### src/rtl/softmax_ctrl.sv
// Phase sequencer for one softmax frame: load/max, exp/accumulate, reciprocal + normalize.
// Latency: valid_data trails norm_en by PIPE_LAT cycles; LOAD stalls on valid_ifm, RECIP waits on div_done.
module softmax_ctrl #(
   parameter int IFM_SIZE   = 1000,
   parameter int ADDR_WIDTH = 10,
   parameter int PIPE_LAT   = 4
) (
   input  logic                  clk1,
   input  logic                  rst,
   input  logic                  start,
   input  logic                  valid_ifm,
   output logic                  ifm_read,
   output logic                  buf_we,
   output logic [ADDR_WIDTH-1:0] buf_waddr,
   output logic                  buf_re,
   output logic [ADDR_WIDTH-1:0] buf_raddr,
   output logic                  max_clr,
   output logic                  max_en,
   output logic                  sum_clr,
   output logic                  exp_en,
   output logic                  div_start,
   input  logic                  div_done,
   output logic                  norm_en,
   output logic                  valid_data,
   output logic [ADDR_WIDTH-1:0] counter_compute,
   output logic                  busy,
   output logic                  end_softmax
);

   localparam int DW = (PIPE_LAT > 1) ? $clog2(PIPE_LAT) : 1;
   localparam logic [ADDR_WIDTH-1:0] LAST_IDX   = ADDR_WIDTH'(IFM_SIZE - 1);
   localparam logic [DW-1:0]         LAST_DRAIN = DW'(PIPE_LAT - 1);

   typedef enum logic [2:0] {
      S_IDLE, S_LOAD, S_EXP, S_EXP_DRAIN, S_RECIP, S_NORM, S_NORM_DRAIN, S_DONE
   } state_t;

   state_t                state_q, state_d;
   logic [ADDR_WIDTH-1:0] cnt_q, cnt_d;
   logic [DW-1:0]         drain_q, drain_d;
   logic                  first_q, first_d;
   logic [PIPE_LAT-1:0]   vpipe_q, vpipe_d;

   always_ff @(posedge clk1) begin
      if (rst) begin
         state_q <= S_IDLE;
         cnt_q   <= '0;
         drain_q <= '0;
         first_q <= 1'b0;
         vpipe_q <= '0;
      end else begin
         state_q <= state_d;
         cnt_q   <= cnt_d;
         drain_q <= drain_d;
         first_q <= first_d;
         vpipe_q <= vpipe_d;
      end
   end

   always_comb begin
      state_d     = state_q;
      cnt_d       = cnt_q;
      drain_d     = drain_q;
      ifm_read    = 1'b0;
      buf_we      = 1'b0;
      buf_waddr   = '0;
      buf_re      = 1'b0;
      buf_raddr   = '0;
      max_clr     = 1'b0;
      max_en      = 1'b0;
      sum_clr     = 1'b0;
      exp_en      = 1'b0;
      div_start   = 1'b0;
      norm_en     = 1'b0;
      end_softmax = 1'b0;

      case (state_q)
         S_IDLE: begin
            if (start) begin
               state_d = S_LOAD;
               cnt_d   = '0;
               max_clr = 1'b1;
               sum_clr = 1'b1;
            end
         end
         S_LOAD: begin
            ifm_read = 1'b1;
            if (valid_ifm) begin
               buf_we    = 1'b1;
               max_en    = 1'b1;
               buf_waddr = cnt_q;
               if (cnt_q == LAST_IDX) begin
                  cnt_d   = '0;
                  state_d = S_EXP;
               end else begin
                  cnt_d = cnt_q + ADDR_WIDTH'(1);
               end
            end
         end
         S_EXP: begin
            buf_re    = 1'b1;
            exp_en    = 1'b1;
            buf_raddr = cnt_q;
            if (cnt_q == LAST_IDX) begin
               cnt_d   = '0;
               drain_d = '0;
               state_d = S_EXP_DRAIN;
            end else begin
               cnt_d = cnt_q + ADDR_WIDTH'(1);
            end
         end
         S_EXP_DRAIN: begin
            if (drain_q == LAST_DRAIN) begin
               drain_d = '0;
               state_d = S_RECIP;
            end else begin
               drain_d = drain_q + DW'(1);
            end
         end
         S_RECIP: begin
            div_start = first_q;
            if (div_done) state_d = S_NORM;
         end
         S_NORM: begin
            buf_re    = 1'b1;
            norm_en   = 1'b1;
            buf_raddr = cnt_q;
            if (cnt_q == LAST_IDX) begin
               cnt_d   = '0;
               drain_d = '0;
               state_d = S_NORM_DRAIN;
            end else begin
               cnt_d = cnt_q + ADDR_WIDTH'(1);
            end
         end
         S_NORM_DRAIN: begin
            if (drain_q == LAST_DRAIN) begin
               drain_d = '0;
               state_d = S_DONE;
            end else begin
               drain_d = drain_q + DW'(1);
            end
         end
         S_DONE: begin
            end_softmax = 1'b1;
            state_d     = S_IDLE;
         end
         default: state_d = S_IDLE;
      endcase

      // Marks only the entry cycle of RECIP so div_start is a single pulse.
      first_d = (state_d == S_RECIP) && (state_q != S_RECIP);

      vpipe_d[0] = norm_en;
      for (int i = 1; i < PIPE_LAT; i++) vpipe_d[i] = vpipe_q[i-1];
   end

   assign valid_data      = vpipe_q[PIPE_LAT-1];
   assign counter_compute = cnt_q;
   assign busy            = (state_q != S_IDLE);

endmodule

### config.mk
export PLATFORM = sky130hd
export DESIGN_NAME = softmax_ctrl
export DESIGN_NICKNAME = d
export VERILOG_FILES = /design/src/rtl/softmax_ctrl.sv
export SDC_FILE = /design/constraint.sdc
export NUM_CORES = 1
export LEC_CHECK = 0
export ABC_AREA = 1
export CORE_MARGIN = 1.5
export CORE_UTILIZATION = 38
export CTS_CLUSTER_DIAMETER = 60
export DETAILED_ROUTE_END_ITERATION = 16
export PLACE_DENSITY = 0.74
export SLEW_MARGIN = 20
export SYNTH_ARGS = -nofsm -noshare
export SYNTH_HDL_FRONTEND = slang
export SYNTH_SLANG_ARGS = --single-unit
### constraint.sdc
create_clock -name clk1 -period 1.4 [get_ports clk1]
set_input_delay 0.14 -clock clk1 [delete_from_list [all_inputs] [get_ports clk1]]
set_output_delay 0.14 -clock clk1 [all_outputs]
set_load 0.05 [all_outputs]
# Word level (Yosys, flattened, before mapping)
# Cells that the tools add are included.
word_totals:
  register_bits: 20
  inputBits: 5
  output_inout_bits: 42
  word_cells: 59
classes:
  addsub: 2
  eq_ne: 14
  muxes: 29
  reduce_logical: 9
op_table:
  columns: ["op", "n"]
  rows:
  - ["10-bit 2-to-1 mux", 6]
  - ["10-bit case mux with 3 select lines", 1]
  - ["3-bit 2-to-1 mux", 8]
  - ["3-bit case mux with 8 select lines", 1]
  - ["3-bit equality test, second input constant", 5]
  - ["10-bit by 1-bit adder with 10-bit output, second input constant", 1]
  - ["10-bit equality test, second input constant", 1]
  - ["1-bit 2-to-1 mux", 10]
  - ["3-bit by 2-bit equality test with 1-bit output, second input constant", 2]
  - ["3-bit nonzero test", 2]
  - ["2-bit 2-to-1 mux", 2]
  - ["2-bit inequality test, second input constant", 2]
  - ["2-bit case mux with 2 select lines", 1]
  - ["2-bit OR reduction", 2]
  - ["3-bit by 1-bit equality test with 1-bit output, second input constant", 1]
  - ["3-bit zero test", 1]
  - ["3-bit inequality test, second input constant", 1]
  - ["3-bit AND reduction", 1]
  - ["2-bit by 1-bit adder with 2-bit output, second input constant", 1]
  - ["2-bit equality test, second input constant", 1]
  - ["2-bit by 1-bit inequality test with 1-bit output, second input constant", 1]
  - ["2-bit AND reduction", 1]
  - ["2-bit nonzero test", 1]
  - ["1-bit logical AND", 1]

# Logic depth before layout (Yosys ltp)
# Gate-level depths: netlist of run 1.
logic_depth:
  word_depth: 6
  depth_mapped: 11
  depth_no_buf: 10

# Worst setup path before layout of run 1
# No wires, ideal clock.
synth_path:
  path_type: "flip-flop to output port"
  startpoint: "register state_q[2]"
  endpoint: "output port buf_waddr[0]"
  t_arrival_ps: 2295
  t_required_ps: 1260
  path_slack_ps: -1035
  path_stages_with_launch: 7
  n_path_buf: 1
  path_cell_list: "dfxtp_1 -> inv_2 -> nand3_1 -> nor2_1 -> inv_1 -> clkbuf_1 -> nor2_1"
synth_between:
  elab_chain_len: 2
synth_lines:
  columns: ["item", "line", "source"]
  rows:
  - ["start: declaration", "38", "state_t state_q, state_d;"]
  - ["start signal: assignment", "52", "state_q <= state_d;"]
  - ["3-bit by 1-bit equality test with 1-bit output", "77", "case (state_q)"]
  - ["10-bit 2-to-1 mux", "77", null]
  - ["end: declaration", "14", "output logic [ADDR_WIDTH-1:0] buf_waddr,"]
# No other way between the ends.

# Worst setup path after layout of run 1
layout_path:
  startpoint: "register state_q[1]"
  endpoint: "register cnt_q[5] (netlist: counter_compute[5])"
layout_between:
  elab_chain_len: 4
  elab_cells_between_ends: 10
  classes_between: "eq/ne (5); mux (1); reduce/logical (4)"
layout_lines:
  columns: ["item", "line", "source"]
  rows:
  - ["3-bit equality test / 3-bit by 2-bit equality test with 1-bit output (equally long branches)", "77", null]
  - ["2-bit OR reduction (no source line)", null, null]
  - ["3-bit nonzero test (no source line)", null, null]
  - ["3-bit AND reduction (no source line)", null, null]
  - ["end signal: assignment", "53", "cnt_q <= cnt_d;"]
  - ["end: declaration", "39", "logic [ADDR_WIDTH-1:0] cnt_q, cnt_d;"]
# Parallel ways exist; a longest one is shown, timed or not.
# A chain may end at the register's enable or synchronous reset.

==> insert_results.sql, run 1 <==
INSERT INTO impl_metrics (metric_group, metric, value, unit) VALUES
('route', 'remaining_drc_errors', '0', ''),
('synthesis', 'yosys_warnings', '0', ''),
('synthesis', 'post_syn_nets', '205', ''),
('route', 'drt.antenna.violating_nets', '0', ''),
('clocking', 'clock_transition_at_the_registers_of_the_reported_paths', '0.12', 'ns'),
('run_status', 'failed_checks', 'negative setup slack', ''),
('sta', 'final_hold_viol_count', '0', ''),
('power_and_ir_drop', 'power_density', '541', 'nW/um^2'),
('route', 'drt_pass1_iterations', '4', ''),
('clocking', 'worst_skew_pair.late_latency', '0.32', 'ns'),
('clocking', 'cts_root_buf', 'sky130_fd_sc_hd__clkbuf_4', ''),
('synthesis', 'syn_avg_cell_area', '5.93', 'sq um'),
('worst_setup_path', 'timing.critical_path.to_type', 'flop', ''),
('sta', 'min_period_over_period', '123', '%'),
('floorplanning', 'floorplan.initialDensity', '41.2', '%'),
('run_status', 'run_status', 'finished, violations left', ''),
('flow_run', 'max_cap_violations', '0', ''),
('sta', 'finalClockSkew', '0.0129', 'ns'),
('synthesis', 'postSynthRegisterBits', '20', ''),
('sta', 'finalMaxSlewViolations', '0', ''),
('worst_setup_path', 'start_kind', 'flop', ''),
('placed_design', 'count_of_port_buffers_added_during_placement', '46', ''),
('floorplanning', 'dieHeight', '58.6', 'microns'),
('clocking', 'postCtsHoldBufs', '0', ''),
('worst_setup_path', 'critical_path_required', '1.60', 'ns'),
('layout', 'fraction_of_layout_cells_with_a_size_suffix_above_1', '53.8', '%'),
('synthesis', 'asyncSetResetFlopFracSynth', '0', '%'),
('route', 'drt_iter0_drc', '139', ''),
('synthesis', 'synth.distinct_cells', '21', ''),
('power_and_ir_drop', 'power.total', '1410', 'uW'),
('hold_path', 'kind_of_path_behind_the_tightest_hold_check', 'flop to flop', ''),
('sta', 'fmaxAchievable', '0.580', 'GHz'),
('floorplanning', 'placement_rows', '19', ''),
('clocking', 'maximum_level_of_the_cts_h_tree', '1', ''),
('placed_design', 'dp_hpwl', '3010', 'microns'),
('worst_setup_path', 'worstPathMaxFanout', '7', ''),
('synthesis', 'synth_edf_count', '0', ''),
('synthesis', 'synthesis.instances', '198', ''),
('hold_path', 'hold-path-endpoint', 'vpipe_q[2]', ''),
('synthesis', 'synth_area', '1170', 'sq um'),
('worst_setup_path', 'cp_data_arrival_time', '1.92', 'ns'),
('route', 'route.detailed.wl_per_inst', '18.6', 'microns'),
('clocking', 'numClockSinks', '20', ''),
('power_and_ir_drop', 'leakagePower', '0.00104', 'uW'),
('route', 'drt-total-wl', '5680', 'microns'),
('clocking', 'cts_buffers', '3', ''),
('global_route', 'grt_pass1_wl', '7540', 'microns'),
('global_route', 'antenna_violations_before_repair', '0', ''),
('layout', 'n_antenna_cell', '0', ''),
('sta', 'post-route-min-period', '1.72', 'ns'),
('hold_path', 'worst_hold_startpoint', 'vpipe_q[1]', ''),
('clocking', 'cts_tree', 'built', ''),
('synthesis', 'synth_area_leaders', 'sky130_fd_sc_hd__dfxtp_1, sky130_fd_sc_hd__nor2_1, sky130_fd_sc_hd__nand2_1, sky130_fd_sc_hd__inv_1, sky130_fd_sc_hd__nand3_1', ''),
('sta', 'report.final.setup_viol', '41', ''),
('layout', 'final_nets', '283', ''),
('power_and_ir_drop', 'ir_worst_vdd', '694', 'uV'),
('placed_design', 'gpl.final_weighted_congestion', '0.895', ''),
('global_route', 'grt_start_max_net_pins', '12', ''),
('worst_setup_path', 'r2r_slack', '-0.32', 'ns'),
('sta', 'post-route-worst-setup-slack', '-0.323', 'ns'),
('worst_setup_path', 'worst_r2r_startpoint', 'state_q[1]', ''),
('floorplanning', 'core_area', '2850', 'sq um'),
('synthesis', 'synth_top_cell_area_share', '34.1', '%'),
('floorplanning', 'dieArea', '3430', 'sq um'),
('sta', 'setup-tns-final', '-7.63', 'ns'),
('layout', 'syn_to_final_growth', '121', '%'),
('layout', 'layout.filler_cells', '124', ''),
('global_route', 'first_global_vias', '1679', ''),
('synthesis', 'synth_area_leader_cell', 'sky130_fd_sc_hd__dfxtp_1', ''),
('layout', 'post-route-util', '91.1', '%'),
('global_route', 'track_usage', '28.9', '%');
==> where the power goes <==
group | leakage [uW] | switching [uW] | internal, uW | total (uW)
sequential | 0.000170 | 15.8 | 570 | 586
combinational | 0.000849 | 263 | 193 | 456
clock | 0.0000210 | 206 | 159 | 365
total | 0.00104 | 485 | 922 | 1410
==> how the worst max path moves through the flow <==
stage / cells past startpoint / end / slack, ns / start
2_1_floorplan: 6 / buf_waddr[0] / -0.15 / state_q[2]
3_3_place_gp: 9 / counter_compute[6] / -0.05 / start
3_5_place_dp: 8 / counter_compute[6] / -0.10 / start
4_1_cts: 7 / buf_raddr[3] / -0.15 / state_q[1]
5_1_grt: 9 / counter_compute[7] / -0.45 / counter_compute[0]
6_report: 8 / counter_compute[5] / -0.32 / state_q[1]
==> layer usage <==
layer  GRT usage [%]  routed length [microns]  part of all wire, %  vias up
met4            15.6                      308                  5.4        0
li1                -                        -                    -      761
met1            30.5                     1970                   35      820
met3            5.05                      403                  7.1       31
met5               0                        0                    0        -
met2            53.8                     2990                   53      119
==> worst max-delay path: stages, from the launching register on <==
cell	delay, ns
sky130_fd_sc_hd__dfxtp_4	0.41
sky130_fd_sc_hd__inv_4	0.06
sky130_fd_sc_hd__buf_4	0.12
sky130_fd_sc_hd__nand2_1	0.07
sky130_fd_sc_hd__nor2_2	0.05
sky130_fd_sc_hd__nand2_1	0.09
sky130_fd_sc_hd__nand3_1	0.29
sky130_fd_sc_hd__o21ai_0	0.39
sky130_fd_sc_hd__a21oi_1	0.13
==> area by class of cell <==
class,count,area [sq um],area share [%]
Tap cell,31,38.8,1.49
Sequential cell,20,434,16.7
Clock buffer,4,36.3,1.40
Multi-Input combinational cell,143,888,34.2
Timing Repair Buffer,78,1070,41.1
Inverter,30,134,5.15
==> logic make-up (layout without fill, tap and decap cells) <==
family	Yosys count	after routing	synth area share (%)
buffers and inverters	35	112	12.5
AOI/OAI and AO/OA	15	15	6.71
adders and majority gates	2	2	2.13
DFF	20	20	34.1
and+or+nand+nor	126	126	44.6
==> state kept, by name (all words and copies together), names as in the netlist <==
| signal | cells |
|---|---|
| drain_q | 2 |
| state_q | 3 |
| first_q | 1 |
| vpipe_q | 4 |
| counter_compute | 10 |
==> Yosys cell counts (2+ instances only) <==
library cell,count
sky130_fd_sc_hd__nor2_1,54
sky130_fd_sc_hd__nand2_1,46
sky130_fd_sc_hd__inv_1,25
sky130_fd_sc_hd__dfxtp_1,20
sky130_fd_sc_hd__nand3_1,17
sky130_fd_sc_hd__a21oi_1,8
sky130_fd_sc_hd__inv_2,5
sky130_fd_sc_hd__o21ai_0,5
sky130_fd_sc_hd__buf_4,2
sky130_fd_sc_hd__clkbuf_1,2
sky130_fd_sc_hd__ha_1,2
sky130_fd_sc_hd__nor2_2,2
sky130_fd_sc_hd__nor3_1,2
==> metrics by stage <==
| stage | std cells | setup WS (ns) | cell area, sq um | hold WS [ns] |
|---|---|---|---|---|
| 2_1_floorplan | 198 | -0.153 | 1430 | 0.285 |
| 3_3_place_gp | 291 | -0.0521 | 2370 | 0.393 |
| 3_5_place_dp | 291 | -0.104 | 2370 | 0.394 |
| 4_1_cts | 302 | -0.154 | 2530 | 0.410 |
| 5_1_grt | 306 | -0.446 | 2600 | 0.432 |
| 6_report | 306 | -0.323 | 2600 | 0.410 |
==> what timing repair did <==
item | 4_1_cts | 5_1_grt
resized for setup | 21 | 15
setup buffers | 8 | 5
endpoints found under the setup margin | 40 | 45
pin swaps | 11 | 3
Power figures use the tool's default switching activity.
==> run 2, diff against run 1 <==
--- a/config.mk
+++ b/config.mk
@@ -13,2 +13,3 @@
 export PLACE_DENSITY = 0.74
+export SETUP_SLACK_MARGIN = 0.1
 export SLEW_MARGIN = 20
==> constraint.sdc (replaced) <==
create_clock -name clk1 -period 1.4 [get_ports clk1]
set_input_delay 0.21 -clock clk1 [delete_from_list [all_inputs] [get_ports clk1]]
set_output_delay 0.21 -clock clk1 [all_outputs]
set_load 0.05 [all_outputs]
==> insert_results.sql, run 2 <==
INSERT INTO impl_metrics (metric_group, metric, value, unit) VALUES
('clocking', 'clk_path_buf_depth', '2', ''),
('placed_design', 'dp_hpwl', '3590', 'microns'),
('synthesis', 'synth_sequential_area_ratio', '34.1', '%'),
('floorplanning', 'floorplan.initialDensity', '41.2', '%'),
('floorplanning', 'i_o_pin_count', '47', ''),
('sta', 'worst_endpoint_kind', 'top-level output', ''),
('synthesis', 'yosys_warnings', '0', ''),
('run_status', 'error_text_reported_by_the_tool', '[ERROR DPL-0038] Utilization greater than 100%, impossible to legalize', ''),
('synthesis', 'synth_area_leader_cell', 'sky130_fd_sc_hd__dfxtp_1', ''),
('synthesis', 'syn_avg_cell_area', '5.93', 'sq um'),
('run_status', 'run_status', 'stopped before the end', ''),
('synthesis', 'postSynthRegisterBits', '20', ''),
('synthesis', 'synth.distinct_cells', '21', ''),
('run_status', 'flow.stopped_at', '5_1_grt', ''),
('synthesis', 'ys.flop_type', 'sky130_fd_sc_hd__dfxtp_1', ''),
('placed_design', 'dpl_cell_area', '2480', 'sq um'),
('synthesis', 'synth_top_cell_area_share', '34.1', '%'),
('floorplanning', 'placement_rows', '19', ''),
('sta', 'globalroute.repair_timing.worst_endpoint', 'buf_raddr[9]', ''),
('clocking', 'numClockSinks', '20', ''),
('synthesis', 'most_used_standard_cell_by_instance_count_after_synthesis', 'sky130_fd_sc_hd__nor2_1', ''),
('placed_design', 'gpl.final_weighted_congestion', '0.854', ''),
('clocking', 'cts_buffers', '3', ''),
('synthesis', 'synth_area_leaders', 'sky130_fd_sc_hd__dfxtp_1, sky130_fd_sc_hd__nor2_1, sky130_fd_sc_hd__nand2_1, sky130_fd_sc_hd__inv_1, sky130_fd_sc_hd__nand3_1', ''),
('synthesis', 'post_syn_nets', '205', ''),
('synthesis', 'synth_edf_count', '0', ''),
('floorplanning', 'chipWidth', '58.6', 'microns'),
('clocking', 'cts_root_buf', 'sky130_fd_sc_hd__clkbuf_4', ''),
('synthesis', 'asyncSetResetFlopFracSynth', '0', '%'),
('synthesis', 'synthesis.instances', '198', ''),
('clocking', 'maximum_level_of_the_cts_h_tree', '1', ''),
('placed_design', 'count_of_port_buffers_added_during_placement', '46', ''),
('synthesis', 'synth_area', '1170', 'sq um'),
('global_route', 'grt_start_max_net_pins', '13', ''),
('floorplanning', 'dieHeight', '58.6', 'microns'),
('synthesis', 'synth_commonest_cells', 'sky130_fd_sc_hd__nor2_1, sky130_fd_sc_hd__nand2_1, sky130_fd_sc_hd__inv_1, sky130_fd_sc_hd__dfxtp_1, sky130_fd_sc_hd__nand3_1', '');
## run 2: cell counts after synthesis
No cell type changed its count.
## run 2: what timing repair did
| item | 4_1_cts |
|---|---|
| hold buffers | 0 |
| pin swaps | 12 |
| buffers inserted | 14 |
| setup endpoints to repair | 45 |
| gates cloned | 1 |
| gates resized for setup | 37 |
## run 2: logic make-up after synthesis
group / count (synthesis) / share of synthesized area, %
simple gates: 126 / 44.6
buf+inv: 35 / 12.5
flops: 20 / 34.1
compound gates: 15 / 6.71
fa+ha+maj: 2 / 2.13
## run 2: stage by stage
stage                     hold WS [ns]  setup WS (ns)  TNS [ns]  std cells  utilization [%]
after floorplan                  0.355         -0.223     -4.12        198                -
after global placement           0.394         -0.138     -2.11        291             86.9
after detailed placement         0.401         -0.237     -3.67        291             86.9
after CTS                        0.423         -0.242     -6.86        309             96.7
==> run 3, diff against run 2 <==
Settings changed: CORE_AREA set to 2 2 63 65, CORE_MARGIN 1.5 to not set, CORE_UTILIZATION 38 to not set, CTS_CLUSTER_DIAMETER 60 to not set, DIE_AREA set to 0 0 65 67, PLACE_DENSITY 0.74 to not set, PLACE_DENSITY_LB_ADDON set to 0.15, SETUP_SLACK_MARGIN 0.1 to not set.
Clock period 1.4 ns to 1.8 ns, I/O delays scaled along.
==> insert_results.sql, run 3 (synthesis gave the netlist of run 1 again) <==
INSERT INTO impl_metrics (metric_group, metric, value, unit) VALUES
('run_status', 'run_status', 'completed', ''),
('route', 'drt.antenna.violating_nets', '0', ''),
('clocking', 'clock_transition_at_the_registers_of_the_reported_paths', '0.08', 'ns'),
('power_and_ir_drop', 'power_density', '464', 'nW/um^2'),
('placed_design', 'dpl_cell_area', '2190', 'sq um'),
('floorplanning', 'floorplan.initialDensity', '32.6', '%'),
('placed_design', 'dp_hpwl', '2640', 'microns'),
('layout', 'leading_cell_types_in_the_layout_fill_and_taps_excluded', 'sky130_fd_sc_hd__nand2_1, sky130_fd_sc_hd__buf_12, sky130_fd_sc_hd__nor2_1, sky130_fd_sc_hd__inv_1, sky130_fd_sc_hd__nor2_4', ''),
('floorplanning', 'i_o_pin_count', '47', ''),
('global_route', 'grt_pass1_wl', '5540', 'microns'),
('hold_path', 'hold-path-cell-count', '2', ''),
('clocking', 'postCtsHoldBufs', '0', ''),
('placed_design', 'placedCellCount', '295', ''),
('hold_path', 'hold-path-endpoint', 'vpipe_q[2]', ''),
('floorplanning', 'dieHeight', '67', 'microns'),
('worst_setup_path', 'worstPathMaxFanout', '4', ''),
('layout', 'max_ffs_per_register', '10', ''),
('clocking', 'cts_tree', 'built', ''),
('route', 'drt-total-wl', '3190', 'microns'),
('floorplanning', 'chipWidth', '65', 'microns'),
('worst_setup_path', 'crit_path_start', 'counter_compute[3]', ''),
('worst_setup_path', 'worst_r2r_startpoint', 'counter_compute[0]', ''),
('worst_setup_path', 'worst-setup-path-type', 'flop to output port', ''),
('floorplanning', 'placement_rows', '22', ''),
('clocking', 'numClockSinks', '20', ''),
('worst_setup_path', 'critPathBufInv', '1', ''),
('worst_setup_path', 'critical-path-max-stage-delay', '0.82', 'ns'),
('sta', 'min_period_over_period', '95.8', '%'),
('route', 'via_per_inst', '4.43', ''),
('layout', 'post-route-util', '63.3', '%'),
('layout', 'layout.filler_cells', '344', ''),
('worst_setup_path', 'critical_path_required', '1.53', 'ns'),
('placed_design', 'gpl.final_weighted_congestion', '0.905', ''),
('clocking', 'maximum_level_of_the_cts_h_tree', '1', ''),
('layout', 'final_nets', '261', ''),
('worst_setup_path', 'crit_path_top_delay_cell', 'sky130_fd_sc_hd__clkdlybuf4s50_1', ''),
('sta', 'unrepaired_setup_endpoints_after_global_routing', 'no', ''),
('worst_setup_path', 'worstReg2RegEnd', 'counter_compute[9]', ''),
('flow_run', 'max_cap_violations', '0', ''),
('global_route', 'first_global_vias', '1293', ''),
('route', 'remaining_drc_errors', '0', ''),
('worst_setup_path', 'path_delay_family', 'buffers and inverters', ''),
('sta', 'post-route-min-period', '1.72', 'ns'),
('route', 'number_of_vias_in_the_routed_layout', '1333', ''),
('layout', 'layout.cell_area.non_filler', '2280', 'sq um'),
('floorplanning', 'core_area', '3610', 'sq um'),
('placed_design', 'count_of_port_buffers_added_during_placement', '46', ''),
('global_route', 'antenna_violations_before_repair', '0', ''),
('sta', 'report.final.setup_viol', '0', ''),
('layout', 'n_antenna_cell', '0', ''),
('sta', 'final_hold_viol_count', '0', ''),
('clocking', 'worst_skew_pair.late_latency', '0.26', 'ns'),
('worst_setup_path', 'ff2ff_path_depth', '8', ''),
('route', 'drt_pass1_iterations', '4', ''),
('worst_setup_path', 'r2r_slack', '0.25', 'ns'),
('layout', 'fraction_of_layout_cells_with_a_size_suffix_above_1', '37.5', '%'),
('sta', 'maxSlewHeadroom', '67.3', '%'),
('sta', 'worst_pin_slew', '0.490', 'ns'),
('sta', 'finalClockSkew', '0.00682', 'ns'),
('route', 'drt_iter0_drc', '27', ''),
('power_and_ir_drop', 'leakagePower', '0.000914', 'uW'),
('clocking', 'cts_buffers', '3', ''),
('global_route', 'grt_overflow', '0', ''),
('floorplanning', 'dieArea', '4360', 'sq um'),
('worst_setup_path', 'timing.critical_path.to_type', 'output port', ''),
('worst_setup_path', 'timing.critical_path.cells', 'clkdlybuf4s50_1', ''),
('global_route', 'track_usage', '15.8', '%'),
('route', 'route.detailed.wl_per_inst', '10.6', 'microns'),
('layout', 'instances_no_fill', '301', ''),
('hold_path', 'kind_of_path_behind_the_tightest_hold_check', 'flop to flop', ''),
('worst_setup_path', 'cp_data_arrival_time', '1.45', 'ns'),
('sta', 'fmaxAchievable', '0.580', 'GHz'),
('layout', 'syn_to_final_growth', '94.1', '%'),
('worst_setup_path', 'start_kind', 'flop', ''),
('global_route', 'grt_start_max_net_pins', '13', ''),
('clocking', 'cts_root_buf', 'sky130_fd_sc_hd__clkbuf_8', ''),
('layout', 'layout.cells.most_common', 'sky130_fd_sc_hd__nand2_1', ''),
('sta', 'finalMaxSlewViolations', '0', ''),
('power_and_ir_drop', 'ir_worst_vdd', '455', 'uV'),
('hold_path', 'worst_hold_startpoint', 'vpipe_q[1]', ''),
('clocking', 'clk_path_buf_depth', '2', '');
==> run 3: worst max-delay path by stage <==
stage | endpoint | slack [ns] | depth (start not counted)
6_report | counter_compute[3] | 0.08 | 1
3_3_place_gp | buf_waddr[7] | 0.14 | 7
4_1_cts | buf_waddr[9] | 0.04 | 7
2_1_floorplan | counter_compute[5] | -0.002 | 6
5_1_grt | buf_waddr[7] | 0.004 | 7
3_5_place_dp | buf_waddr[9] | 0.13 | 7
==> run 3: metal layers <==
layer,wire length (microns),global-route usage (%),vias up,share of wire (%)
li1,-,-,713,-
met1,1470,20.3,584,46
met2,1540,27.6,34,48
met3,173,2.87,2,5.4
met4,12,2.93,0,0.38
met5,0,0,-,0
==> run 3: cell type report <==
class | instances | area (sq um) | share of cell area [%]
timing repair buffer | 56 | 836 | 36.6
multi-input combinational | 143 | 806 | 35.3
inverter | 30 | 118 | 5.16
tap | 48 | 60.1 | 2.63
sequential | 20 | 407 | 17.8
clock buffer | 4 | 55.1 | 2.41
==> run 3: power breakdown <==
| group | total, uW | switching [uW] | leakage (uW) | internal (uW) |
|---|---|---|---|---|
| Sequential | 459 | 10.3 | 0.000163 | 449 |
| Combinational | 258 | 158 | 0.000722 | 100 |
| Clock | 340 | 146 | 0.0000288 | 194 |
==> run 3: what timing repair did <==
item	CTS	global route
setup endpoints to repair	20	20
gates resized for setup	3	5
buffers inserted	2	0
==> run 3: stage by stage <==
step	power [uW]	setup slack [ns]	hold WS [ns]	setup TNS [ns]
after floorplan	634	-0.00215	0.388	-0.00215
after global routing	1110	0.00354	0.421	0
after global placement	726	0.142	0.390	0
after CTS	1070	0.0376	0.408	0
after detailed placement	727	0.128	0.397	0
final	1060	0.0751	0.405	0
==> run 4, diff against run 3 <==
Clock period 1.8 ns to 1.5 ns, I/O delays scaled along.
==> insert_results.sql, run 4 (synthesis gave the netlist of run 1 again) <==
INSERT INTO impl_metrics (metric_group, metric, value, unit) VALUES
('run_status', 'run_status', 'finished, violations left', ''),
('run_status', 'failed_checks', 'negative setup slack', ''),
('sta', 'setup-tns-final', '-1.66', 'ns'),
('hold_path', 'kind_of_path_behind_the_tightest_hold_check', 'flop to flop', ''),
('sta', 'final_hold_viol_count', '0', ''),
('worst_setup_path', 'worstPathMaxFanout', '7', ''),
('clocking', 'cts_root_buf', 'sky130_fd_sc_hd__clkbuf_8', ''),
('layout', 'area.sequential', '419', 'sq um'),
('sta', 'unrepaired_setup_endpoints_after_global_routing', 'yes', ''),
('route', 'drt_pass1_iterations', '4', ''),
('route', 'route.detailed.wl_per_inst', '11.8', 'microns'),
('clocking', 'clk_path_buf_depth', '2', ''),
('route', 'remaining_drc_errors', '0', ''),
('layout', 'layout.cells.most_common', 'sky130_fd_sc_hd__nand2_1', ''),
('sta', 'fmaxAchievable', '0.628', 'GHz'),
('layout', 'leading_cell_types_in_the_layout_fill_and_taps_excluded', 'sky130_fd_sc_hd__nand2_1, sky130_fd_sc_hd__buf_12, sky130_fd_sc_hd__buf_4, sky130_fd_sc_hd__nor2_1, sky130_fd_sc_hd__nor2_4', ''),
('worst_setup_path', 'critical_path_required', '1.27', 'ns'),
('worst_setup_path', 'worst-setup-path-type', 'flop to output port', ''),
('layout', 'instances_no_fill', '321', ''),
('power_and_ir_drop', 'power_density', '540', 'nW/um^2'),
('worst_setup_path', 'cp_data_arrival_time', '1.37', 'ns'),
('sta', 'post-route-worst-setup-slack', '-0.0935', 'ns'),
('clocking', 'postCtsHoldBufs', '0', ''),
('flow_run', 'max_cap_violations', '0', ''),
('route', 'via_per_inst', '4.66', ''),
('sta', 'min_period_over_period', '106', '%'),
('worst_setup_path', 'r2r_slack', '0.03', 'ns'),
('global_route', 'track_usage', '17.8', '%'),
('clocking', 'cts_buffers', '3', ''),
('clocking', 'numClockSinks', '20', ''),
('power_and_ir_drop', 'leakagePower', '0.00105', 'uW'),
('placed_design', 'gpl.final_weighted_congestion', '0.852', ''),
('layout', 'final_nets', '281', ''),
('clocking', 'worst_skew_pair.late_latency', '0.25', 'ns'),
('global_route', 'first_global_vias', '1426', ''),
('placed_design', 'dp_hpwl', '2840', 'microns'),
('route', 'drt.antenna.violating_nets', '0', ''),
('floorplanning', 'placement_rows', '22', ''),
('floorplanning', 'dieArea', '4360', 'sq um'),
('global_route', 'antenna_violations_before_repair', '0', ''),
('layout', 'layout.filler_cells', '278', ''),
('power_and_ir_drop', 'ir_worst_vdd', '477', 'uV'),
('sta', 'post-route-min-period', '1.59', 'ns'),
('floorplanning', 'i_o_pin_count', '47', ''),
('layout', 'syn_to_final_growth', '121', '%'),
('global_route', 'grt_pass1_wl', '6150', 'microns'),
('sta', 'finalClockSkew', '0.00134', 'ns'),
('layout', 'post-route-util', '72.0', '%'),
('power_and_ir_drop', 'power.total', '1400', 'uW'),
('sta', 'finalHoldWorstSlack', '0.403', 'ns'),
('floorplanning', 'dieHeight', '67', 'microns'),
('worst_setup_path', 'timing.critical_path.to_type', 'output port', ''),
('route', 'drt-total-wl', '3800', 'microns'),
('layout', 'max_ffs_per_register', '10', ''),
('floorplanning', 'core_area', '3610', 'sq um'),
('sta', 'report.final.setup_viol', '22', ''),
('route', 'drt_iter0_drc', '45', ''),
('global_route', 'grt_start_max_net_pins', '13', ''),
('placed_design', 'count_of_port_buffers_added_during_placement', '46', ''),
('layout', 'multiInputGateArea', '863', 'sq um'),
('global_route', 'grt_overflow', '0', ''),
('placed_design', 'placedCellCount', '308', ''),
('sta', 'maxSlewHeadroom', '74.8', '%'),
('sta', 'worst_pin_slew', '0.374', 'ns'),
('floorplanning', 'floorplan.initialDensity', '32.6', '%'),
('worst_setup_path', 'start_kind', 'flop', ''),
('route', 'number_of_vias_in_the_routed_layout', '1496', ''),
('clocking', 'clock_transition_at_the_registers_of_the_reported_paths', '0.07', 'ns'),
('layout', 'fraction_of_layout_cells_with_a_size_suffix_above_1', '49.1', '%'),
('clocking', 'cts_tree', 'built', ''),
('sta', 'finalMaxSlewViolations', '0', ''),
('layout', 'n_antenna_cell', '0', ''),
('floorplanning', 'chipWidth', '65', 'microns'),
('clocking', 'maximum_level_of_the_cts_h_tree', '1', '');
[run 4: what timing repair did]
action                     in CTS  in global routing
setup endpoints to repair      25                 36
pin swaps                       6                  4
buffers inserted                3                  6
gates resized for setup        13                 13
[run 4: stage by stage]
step                setup WS (ns)  cell area, sq um
floorplan                  -0.138              1410
global placement          -0.0736              2390
detailed placement         -0.106              2390
CTS                       -0.0788              2510
global route               -0.141              2600
finish                    -0.0935              2600
[run 4: area by class of cell]
class | count | share of cell area (%)
inverters | 30 | 5.11
multi-input cells | 143 | 33.3
well taps | 48 | 2.31
repair buffers | 76 | 40.6
clock buffers | 4 | 2.55
flip-flops and latches | 20 | 16.1
[run 4: report_power, final]
part	internal [uW]	leakage (uW)	switching, uW
Clock	289	0.0000339	176
Combinational	170	0.000850	216
Sequential	536	0.000167	14.2
Total	995	0.00105	406
[run 4: layer usage]
metal	vias up	global-route usage (%)	part of all wire (%)
met5	-	0	0
met4	0	5.05	1.2
met3	6	3.72	5.2
met2	47	32.2	53
met1	685	21.2	41
li1	758	-	-
[run 4: final timing paths]
path / from / endpoint / depth (start not counted)
setup / recovery: state_q[1] / buf_waddr[5] / 7
hold / removal: vpipe_q[2] / vpipe_q[3] / 2
setup reg to reg: state_q[2] / counter_compute[0] / 10
hold reg to reg: vpipe_q[2] / vpipe_q[3] / 2
[run 4: critical path, stage by stage, from the launching register on]
cell and delay [ns]:
sky130_fd_sc_hd__dfxtp_4 0.38, sky130_fd_sc_hd__inv_6 0.09, sky130_fd_sc_hd__nand3_4 0.08, sky130_fd_sc_hd__nor2_4 0.10
sky130_fd_sc_hd__inv_2 0.06, sky130_fd_sc_hd__buf_12 0.15, sky130_fd_sc_hd__nor2_4 0.12, sky130_fd_sc_hd__buf_12 0.14
